## src/rtl/spi_byte_feeder_pkg.sv

```systemverilog
// Shared definitions for the SPI byte feeder.
// Holds the priming/run FSM encoding and the default byte geometry used by
// spi_byte_feeder and spi_tx_shreg.
package spi_byte_feeder_pkg;

  localparam int unsigned ADDR_W_DEF    = 16;
  localparam int unsigned DATA_W_DEF    = 8;
  localparam logic [7:0]  FILL_BYTE_DEF = 8'h00;

  // 2-bit FSM: three priming steps, then steady-state streaming.
  typedef enum logic [1:0] {
    PRIME0 = 2'd0,
    PRIME1 = 2'd1,
    PRIME2 = 2'd2,
    RUN    = 2'd3
  } feed_state_e;

endpackage

```

## src/rtl/spi_tx_shreg.sv

```systemverilog
// Parallel-load, MSB-first transmit shift register with registered mosi.
// Ports:
//   clk, rst       clock, asynchronous active-high reset
//   load_i         load load_data_i into the register (wins over shift_i)
//   load_data_i    byte to load
//   shift_i        present the MSB on mosi_o and shift left by one
//   mosi_o         registered serial output
module spi_tx_shreg #(
  parameter int unsigned DATA_W = 8
) (
  input  logic              clk,
  input  logic              rst,
  input  logic              load_i,
  input  logic [DATA_W-1:0] load_data_i,
  input  logic              shift_i,
  output logic              mosi_o
);

  logic [DATA_W-1:0] shreg_q, shreg_d;
  logic              mosi_q, mosi_d;

  // Next-state: load has priority; a shift moves the MSB to the output pin.
  always_comb begin
    shreg_d = shreg_q;
    mosi_d  = mosi_q;
    if (load_i) begin
      shreg_d = load_data_i;
    end else if (shift_i) begin
      mosi_d  = shreg_q[DATA_W-1];
      shreg_d = {shreg_q[DATA_W-2:0], 1'b0};
    end else begin
      shreg_d = shreg_q;
    end
  end

  // State registers.
  always_ff @(posedge clk or posedge rst) begin
    if (rst) begin
      shreg_q <= '0;
      mosi_q  <= 1'b0;
    end else begin
      shreg_q <= shreg_d;
      mosi_q  <= mosi_d;
    end
  end

  assign mosi_o = mosi_q;

endmodule

```

## src/rtl/spi_byte_feeder.sv

```systemverilog
// SPI byte feeder: fetches bytes from a synchronous-read memory at the
// addresses supplied by the program counter and streams them MSB first on
// mosi. One byte is kept prefetched so the swap at each 'next' is free.
// Ports:
//   clk, rst                  clock, asynchronous active-high reset
//   sclkPosEdge, sclkNegEdge  one-clk serial clock edge strobes
//   shiftEn                   gates shifting (fetching still follows next)
//   memAddr, next             current address and its advance pulse
//   memRdEn, memRdAddr        read request (data returns one clk later)
//   memRdData                 read data
//   mosi                      serial data out
//   ready                     priming complete
//   underrun                  one-clk pulse when next finds no prefetch
//   errCnt                    saturating underrun count (only with
//                             SPI_FEEDER_ERRCNT_EN defined)
// Read requests are issued combinationally in the cycle of the triggering
// state/next so the data can be captured exactly one clk later.
module spi_byte_feeder
  import spi_byte_feeder_pkg::*;
#(
  parameter int unsigned       ADDR_W    = ADDR_W_DEF,
  parameter int unsigned       DATA_W    = DATA_W_DEF,
  parameter logic [DATA_W-1:0] FILL_BYTE = DATA_W'(FILL_BYTE_DEF)
) (
  input  logic              clk,
  input  logic              rst,
  input  logic              sclkPosEdge,
  input  logic              sclkNegEdge,
  input  logic              shiftEn,
  input  logic [ADDR_W-1:0] memAddr,
  input  logic              next,
  output logic              memRdEn,
  output logic [ADDR_W-1:0] memRdAddr,
  input  logic [DATA_W-1:0] memRdData,
  output logic              mosi,
  output logic              ready,
  output logic              underrun
`ifdef SPI_FEEDER_ERRCNT_EN
  ,
  output logic [7:0]        errCnt
`endif
);

  feed_state_e       state_q, state_d;
  logic [DATA_W-1:0] pbuf_q, pbuf_d;
  logic              pbuf_valid_q, pbuf_valid_d;
  logic              cap_due_q, cap_due_d;
  logic              ready_q, ready_d;
  logic              underrun_q, underrun_d;

  logic              rd_en_s;
  logic [ADDR_W-1:0] rd_addr_s;
  logic [ADDR_W-1:0] addr_inc_s;
  logic              load_s;
  logic              shift_s;
  logic [DATA_W-1:0] load_data_s;

  // Prefetch address wraps naturally modulo 2**ADDR_W.
  assign addr_inc_s = memAddr + ADDR_W'(1);

  // FSM next-state, prefetch buffer and read-request decode.
  always_comb begin
    state_d      = state_q;
    pbuf_d       = pbuf_q;
    pbuf_valid_d = pbuf_valid_q;
    cap_due_d    = 1'b0;
    ready_d      = ready_q;
    underrun_d   = 1'b0;
    rd_en_s      = 1'b0;
    rd_addr_s    = addr_inc_s;
    load_s       = 1'b0;
    shift_s      = 1'b0;
    load_data_s  = pbuf_q;
    case (state_q)
      PRIME0: begin
        rd_en_s    = 1'b1;
        rd_addr_s  = memAddr;
        underrun_d = next;
        state_d    = PRIME1;
      end
      PRIME1: begin
        load_s      = 1'b1;
        load_data_s = memRdData;
        rd_en_s     = 1'b1;
        underrun_d  = next;
        state_d     = PRIME2;
      end
      PRIME2: begin
        pbuf_d       = memRdData;
        pbuf_valid_d = 1'b1;
        ready_d      = 1'b1;
        underrun_d   = next;
        state_d      = RUN;
      end
      RUN: begin
        if (next) begin
          // Load beats a coincident negedge strobe.
          load_s       = 1'b1;
          load_data_s  = pbuf_valid_q ? pbuf_q : FILL_BYTE;
          underrun_d   = ~pbuf_valid_q;
          pbuf_valid_d = 1'b0;
          rd_en_s      = 1'b1;
          cap_due_d    = 1'b1;
        end else begin
          shift_s = shiftEn & sclkNegEdge;
        end
        // A pending capture is always taken, even if next just cleared valid.
        if (cap_due_q) begin
          pbuf_d       = memRdData;
          pbuf_valid_d = 1'b1;
        end else begin
          pbuf_d = pbuf_d;
        end
      end
      default: begin
        state_d = PRIME0;
      end
    endcase
  end

  // FSM and prefetch registers.
  always_ff @(posedge clk or posedge rst) begin
    if (rst) begin
      state_q      <= PRIME0;
      pbuf_q       <= '0;
      pbuf_valid_q <= 1'b0;
      cap_due_q    <= 1'b0;
      ready_q      <= 1'b0;
      underrun_q   <= 1'b0;
    end else begin
      state_q      <= state_d;
      pbuf_q       <= pbuf_d;
      pbuf_valid_q <= pbuf_valid_d;
      cap_due_q    <= cap_due_d;
      ready_q      <= ready_d;
      underrun_q   <= underrun_d;
    end
  end

  // Hold the read port idle while reset is asserted.
  assign memRdEn   = rd_en_s & ~rst;
  assign memRdAddr = rst ? '0 : rd_addr_s;
  assign ready     = ready_q;
  assign underrun  = underrun_q;

  spi_tx_shreg #(
    .DATA_W (DATA_W)
  ) u_shreg (
    .clk         (clk),
    .rst         (rst),
    .load_i      (load_s),
    .load_data_i (load_data_s),
    .shift_i     (shift_s),
    .mosi_o      (mosi)
  );

`ifdef SPI_FEEDER_ERRCNT_EN
  logic [7:0] err_cnt_q, err_cnt_d;

  // Saturating count, updated together with the underrun pulse.
  always_comb begin
    err_cnt_d = err_cnt_q;
    if (underrun_d && (err_cnt_q != 8'hFF)) begin
      err_cnt_d = err_cnt_q + 8'd1;
    end else begin
      err_cnt_d = err_cnt_q;
    end
  end

  // Error counter register.
  always_ff @(posedge clk or posedge rst) begin
    if (rst) begin
      err_cnt_q <= 8'h00;
    end else begin
      err_cnt_q <= err_cnt_d;
    end
  end

  assign errCnt = err_cnt_q;
`endif

endmodule

```

## config.mk

```make
export PLATFORM = sky130hd
export DESIGN_NAME = spi_byte_feeder
export DESIGN_NICKNAME = d
export VERILOG_FILES = /design/src/rtl/spi_byte_feeder_pkg.sv /design/src/rtl/spi_tx_shreg.sv /design/src/rtl/spi_byte_feeder.sv
export SDC_FILE = /design/constraint.sdc
export NUM_CORES = 1
export LEC_CHECK = 0
export CORE_UTILIZATION = 45
export CTS_BUF_LIST = sky130_fd_sc_hd__clkbuf_16
export DETAILED_ROUTE_END_ITERATION = 12
export GPL_TIMING_DRIVEN = 0
export PLACE_DENSITY = 0.76
export RECOVER_POWER = 50
export SLEW_MARGIN = 25
export SYNTH_ARGS = -nofsm -noshare
export SYNTH_HDL_FRONTEND = slang
export SYNTH_SLANG_ARGS = --single-unit
```

## constraint.sdc

```tcl
create_clock -name clk -period 2.45 [get_ports clk]
set_input_delay 0.49 -clock clk [delete_from_list [all_inputs] [get_ports clk]]
set_output_delay 0.49 -clock clk [all_outputs]
set_load 0.05 [all_outputs]
```

==> Implementation_results.wiki <==
{| class="wikitable"
! Metric !! Value
|-
| Run status || finished with violations
|-
| Violated checks || negative setup slack
|-
| IR drop worst, VDD || approximately 0.38 mV
|-
| Antenna Cells || 0
|-
| Sink Count || 23
|-
| Post-Syn Instances || about 150
|-
| Inserted Clock Buffers || 3
|-
| Total number of yosys warnings || 0
|-
| CP peak stage delay || around 0.38 ns
|-
| CP Capture Type || primary output
|-
| I/O pin count || 50
|-
| Post-synth ARST share || 1.000
|-
| Pleak || approximately 0.0010 uW
|-
| Drt first-iter violations || slightly below 60
|-
| Total routing resource utilization after global routing || 0.2249
|-
| Largest buffer count on any clock path || 2
|-
| Setup repair after global routing missed its margin || true
|-
| Count leader, synth || sky130_fd_sc_hd__dfrtp_1
|-
| Number of synthesized register bits || 23
|-
| Synthesized area || 1474 sq um
|-
| Final std cell area, no fill || 2197 sq um
|-
| Power Density || roughly 500 nW/um^2
|-
| Post-synth EDFFs || 0
|-
| Latest clock arrival within the worst-skew pair || between 0.2 and 0.3 ns
|-
| Number of fill cells || between 200 and 250
|-
| Critical Path Source Type || register
|-
| Most area-consuming cells after synthesis || sky130_fd_sc_hd__dfrtp_1 39%, sky130_fd_sc_hd__mux2_2 8.4%, sky130_fd_sc_hd__ha_1 5.9%
|-
| Distinct cells, synth || 31
|-
| Critical-path cell list || inv_2 -> ha_4 -> nand4b_4 -> buf_12 -> or3_1 -> a21oi_2 -> buf_6
|-
| Area of the die || ~3500 sq um
|-
| Maximum number of pins on one net before global-route repair || 14
|-
| Commonest cells in the netlist || 23 x sky130_fd_sc_hd__dfrtp_1, 22 x sky130_fd_sc_hd__nand2_1, 21 x sky130_fd_sc_hd__nor2_1
|-
| Core Region || 3078 sq um
|-
| Total number of H-tree levels || 1
|-
| DRC viols || 0
|-
| Max-cap violations || 0
|-
| Arrival time reported for the critical path endpoint || 1.96 ns
|-
| Max stage delay cell, worst path || sky130_fd_sc_hd__or3_1
|-
| Wire per inst || 14.34 microns
|-
| Clk slew on worst S/H paths || about 0.060 ns
|-
| Clock tree root buffer cell || sky130_fd_sc_hd__clkbuf_16
|-
| Sequential element share of the synthesized area || 0.3905
|-
| Row Count || 20
|-
| Antenna viol nets, final || 0
|-
| IO Port Bufs || 47
|-
| Worst setup slack for register-to-register paths || between 0.4 and 0.5 ns
|-
| Maximum net fanout on the critical path || 10
|-
| Largest delay contributor family on the critical path || simple AND/OR/NAND/NOR gates
|-
| Fraction of the cycle the final worst path needs || 1.000
|-
| Horizontal extent of the die || 59.23 microns
|-
| Nets in the synthesized netlist || 188
|-
| Worst path setup slack after routing || -0.0005662 ns
|-
| Mean number of vias per cell || about 5.3
|-
| First-pass GRT wire length || approximately 6000 microns
|-
| Remaining global-route overflow || 0
|-
| Syn_area_per_cell || between 9 and 10 sq um
|-
| Area taken by flip-flops and latches || 575.6 sq um
|-
| Overall power of the completed layout || 1089 uW
|-
| Utilization of the core after routing || 0.7138
|-
| Worst min-delay path category || input pin to async pin
|-
| Most frequently used flop master after synthesis || sky130_fd_sc_hd__dfrtp_1
|-
| Initial antenna violation count || 0
|-
| Router iterations before antenna repair || 4
|-
| Period minus WS final || ~2.5 ns
|-
| Yosys top cell by area || sky130_fd_sc_hd__dfrtp_1
|-
| Die boundary height || 59.23 microns
|-
| Nets || about 250
|-
| Final weighted congestion of routability-driven global placement || 0.8135
|-
| Data required time at the worst endpoint || 1.96 ns
|-
| Slew at the pin closest to its max-slew limit || around 0.68 ns
|-
| Final Hold Fails || 0
|-
| Setup clock skew after layout || 0.003543 ns
|-
| Yosys top cell area share || 0.3905
|-
| Slew margin rel. || 0.5450
|-
| Detailed-route wire length || around 3600 microns
|-
| Finish-stage setup viols || 1
|-
| Achievable clock frequency || 408.1 MHz
|-
| Class of the most critical setup path || register to primary output
|-
| Synthesis-to-layout area growth || 49.07%
|-
| Via count of the first global-routing pass || around 1300
|-
| Area of combinational cells with multiple inputs || between 900 and 1000 sq um
|-
| Post-detailed-placement half-perimeter wirelength || 2619 microns
|-
| Crit path buffers/inverters || 3
|-
| Number of max-slew violations in the final report || 0
|-
| CTS tree || done
|-
| Placed inst area || roughly 2000 sq um
|-
| Number of vias in the routed layout || 1342
|-
| Initial Utilization || 0.4789
|-
| Share of final-layout standard cells stronger than drive strength 1 || 0.3462
|-
| Minimum setup slack after placement || -0.8189 ns
|}
-- cell usage in the layout (no fill, tap or decap), types with 2 or more instances in the layout --
cell type,n
sky130_fd_sc_hd__xnor2_1,9
sky130_fd_sc_hd__a21oi_1,2
sky130_fd_sc_hd__clkdlybuf4s50_1,19
sky130_fd_sc_hd__a222oi_1,8
sky130_fd_sc_hd__mux2i_1,3
sky130_fd_sc_hd__nand2_1,21
sky130_fd_sc_hd__buf_2,4
sky130_fd_sc_hd__inv_1,4
sky130_fd_sc_hd__nand4_1,2
sky130_fd_sc_hd__and2b_2,2
sky130_fd_sc_hd__nor3_2,2
sky130_fd_sc_hd__dlygate4sd2_1,7
sky130_fd_sc_hd__clkdlybuf4s15_2,2
sky130_fd_sc_hd__nor2_1,11
sky130_fd_sc_hd__inv_2,2
sky130_fd_sc_hd__nor4_4,3
sky130_fd_sc_hd__mux2_2,11
sky130_fd_sc_hd__xor2_1,3
sky130_fd_sc_hd__ha_1,5
sky130_fd_sc_hd__nor2_2,9
sky130_fd_sc_hd__nand3_1,4
sky130_fd_sc_hd__buf_4,7
sky130_fd_sc_hd__clkbuf_16,3
sky130_fd_sc_hd__dlymetal6s2s_1,4
sky130_fd_sc_hd__buf_6,4
sky130_fd_sc_hd__nor3_1,2
sky130_fd_sc_hd__nor2b_1,2
sky130_fd_sc_hd__clkbuf_4,2
sky130_fd_sc_hd__clkbuf_2,5
sky130_fd_sc_hd__clkbuf_1,2
sky130_fd_sc_hd__dfrtp_1,23
-- worst reg2reg max path, cell delays in order (launching register included) --
cell                      delay (ns)
sky130_fd_sc_hd__dfrtp_1        0.40
sky130_fd_sc_hd__buf_4          0.14
sky130_fd_sc_hd__buf_4          0.14
sky130_fd_sc_hd__ha_1           0.25
sky130_fd_sc_hd__mux2i_2        0.57
sky130_fd_sc_hd__mux2_2         0.41
-- per-stage QoR --
stage,hold slack [ns],cells,setup TNS (ns)
after global placement,0.4480,242,-9.505
after detailed placement,0.4582,242,-9.923
final,0.4486,252,-0.0005662
after CTS,0.4718,250,-0.02794
after floorplan,0.4331,151,0
after global routing,0.5003,252,-0.1339
-- layer usage --
metal  track usage  routed length (microns)  up-vias
met5             0                        0        -
met1        0.2577                     1575      631
met2        0.4157                     1758       55
li1              -                        -      649
met4        0.1020                       70        0
met3       0.02402                      210        7
-- sequential cells by signal (all words and copies together) (netlist names) --
signal / flops
cap_due_q: 1
u_shreg.shreg_q: 8
u_shreg.mosi_o: 1
state_q: 2
pbuf_valid_q: 1
pbuf_q: 8
underrun: 1
ready: 1
-- cells by family after synthesis --
group | share of synthesized area
adders and majority gates | 0.05942
xor gates and xnor gates | 0.07131
buffers and inverters | 0.03650
AOI/OAI and AO/OA | 0.08914
DFF | 0.3905
and+or+nand+nor | 0.2394
muxes | 0.1138
-- power by group --
group | switching [uW] | internal [uW] | total, uW
combinational | 174 | 116 | 290
clock | 144 | 220 | 364
sequential | 19.2 | 416 | 436
-- worst paths after layout --
kind	to	cells past startpoint	start
max	memRdAddr[5]	7	state_q[1]
min reg2reg	u_shreg.shreg_q[7]	2	u_shreg.shreg_q[7]
min	cap_due_q	2	rst
min in group clk	u_shreg.shreg_q[7]	2	u_shreg.shreg_q[7]
max reg2reg	pbuf_q[7]	5	state_q[1]
max in group asynchronous	u_shreg.mosi_o	3	rst
-- cell type report --
cell class,instances,share of cell area
timing repair buffer,52,0.2141
clock inverter,1,0.002278
tap,44,0.02506
sequential,23,0.2620
inverter,7,0.01367
multi-input combinational,116,0.4288
buffer,5,0.01765
timing repair inverter,1,0.002278
clock buffer,3,0.03417
-- timing repair --
action	CTS	global route
pin swaps	2	8
resized for setup	89	32
hold buffers	0	0
setup buffers	3	2
gates cloned	1	0
endpoints found under the setup margin	17	13
(Power assumes the default switching activity.)
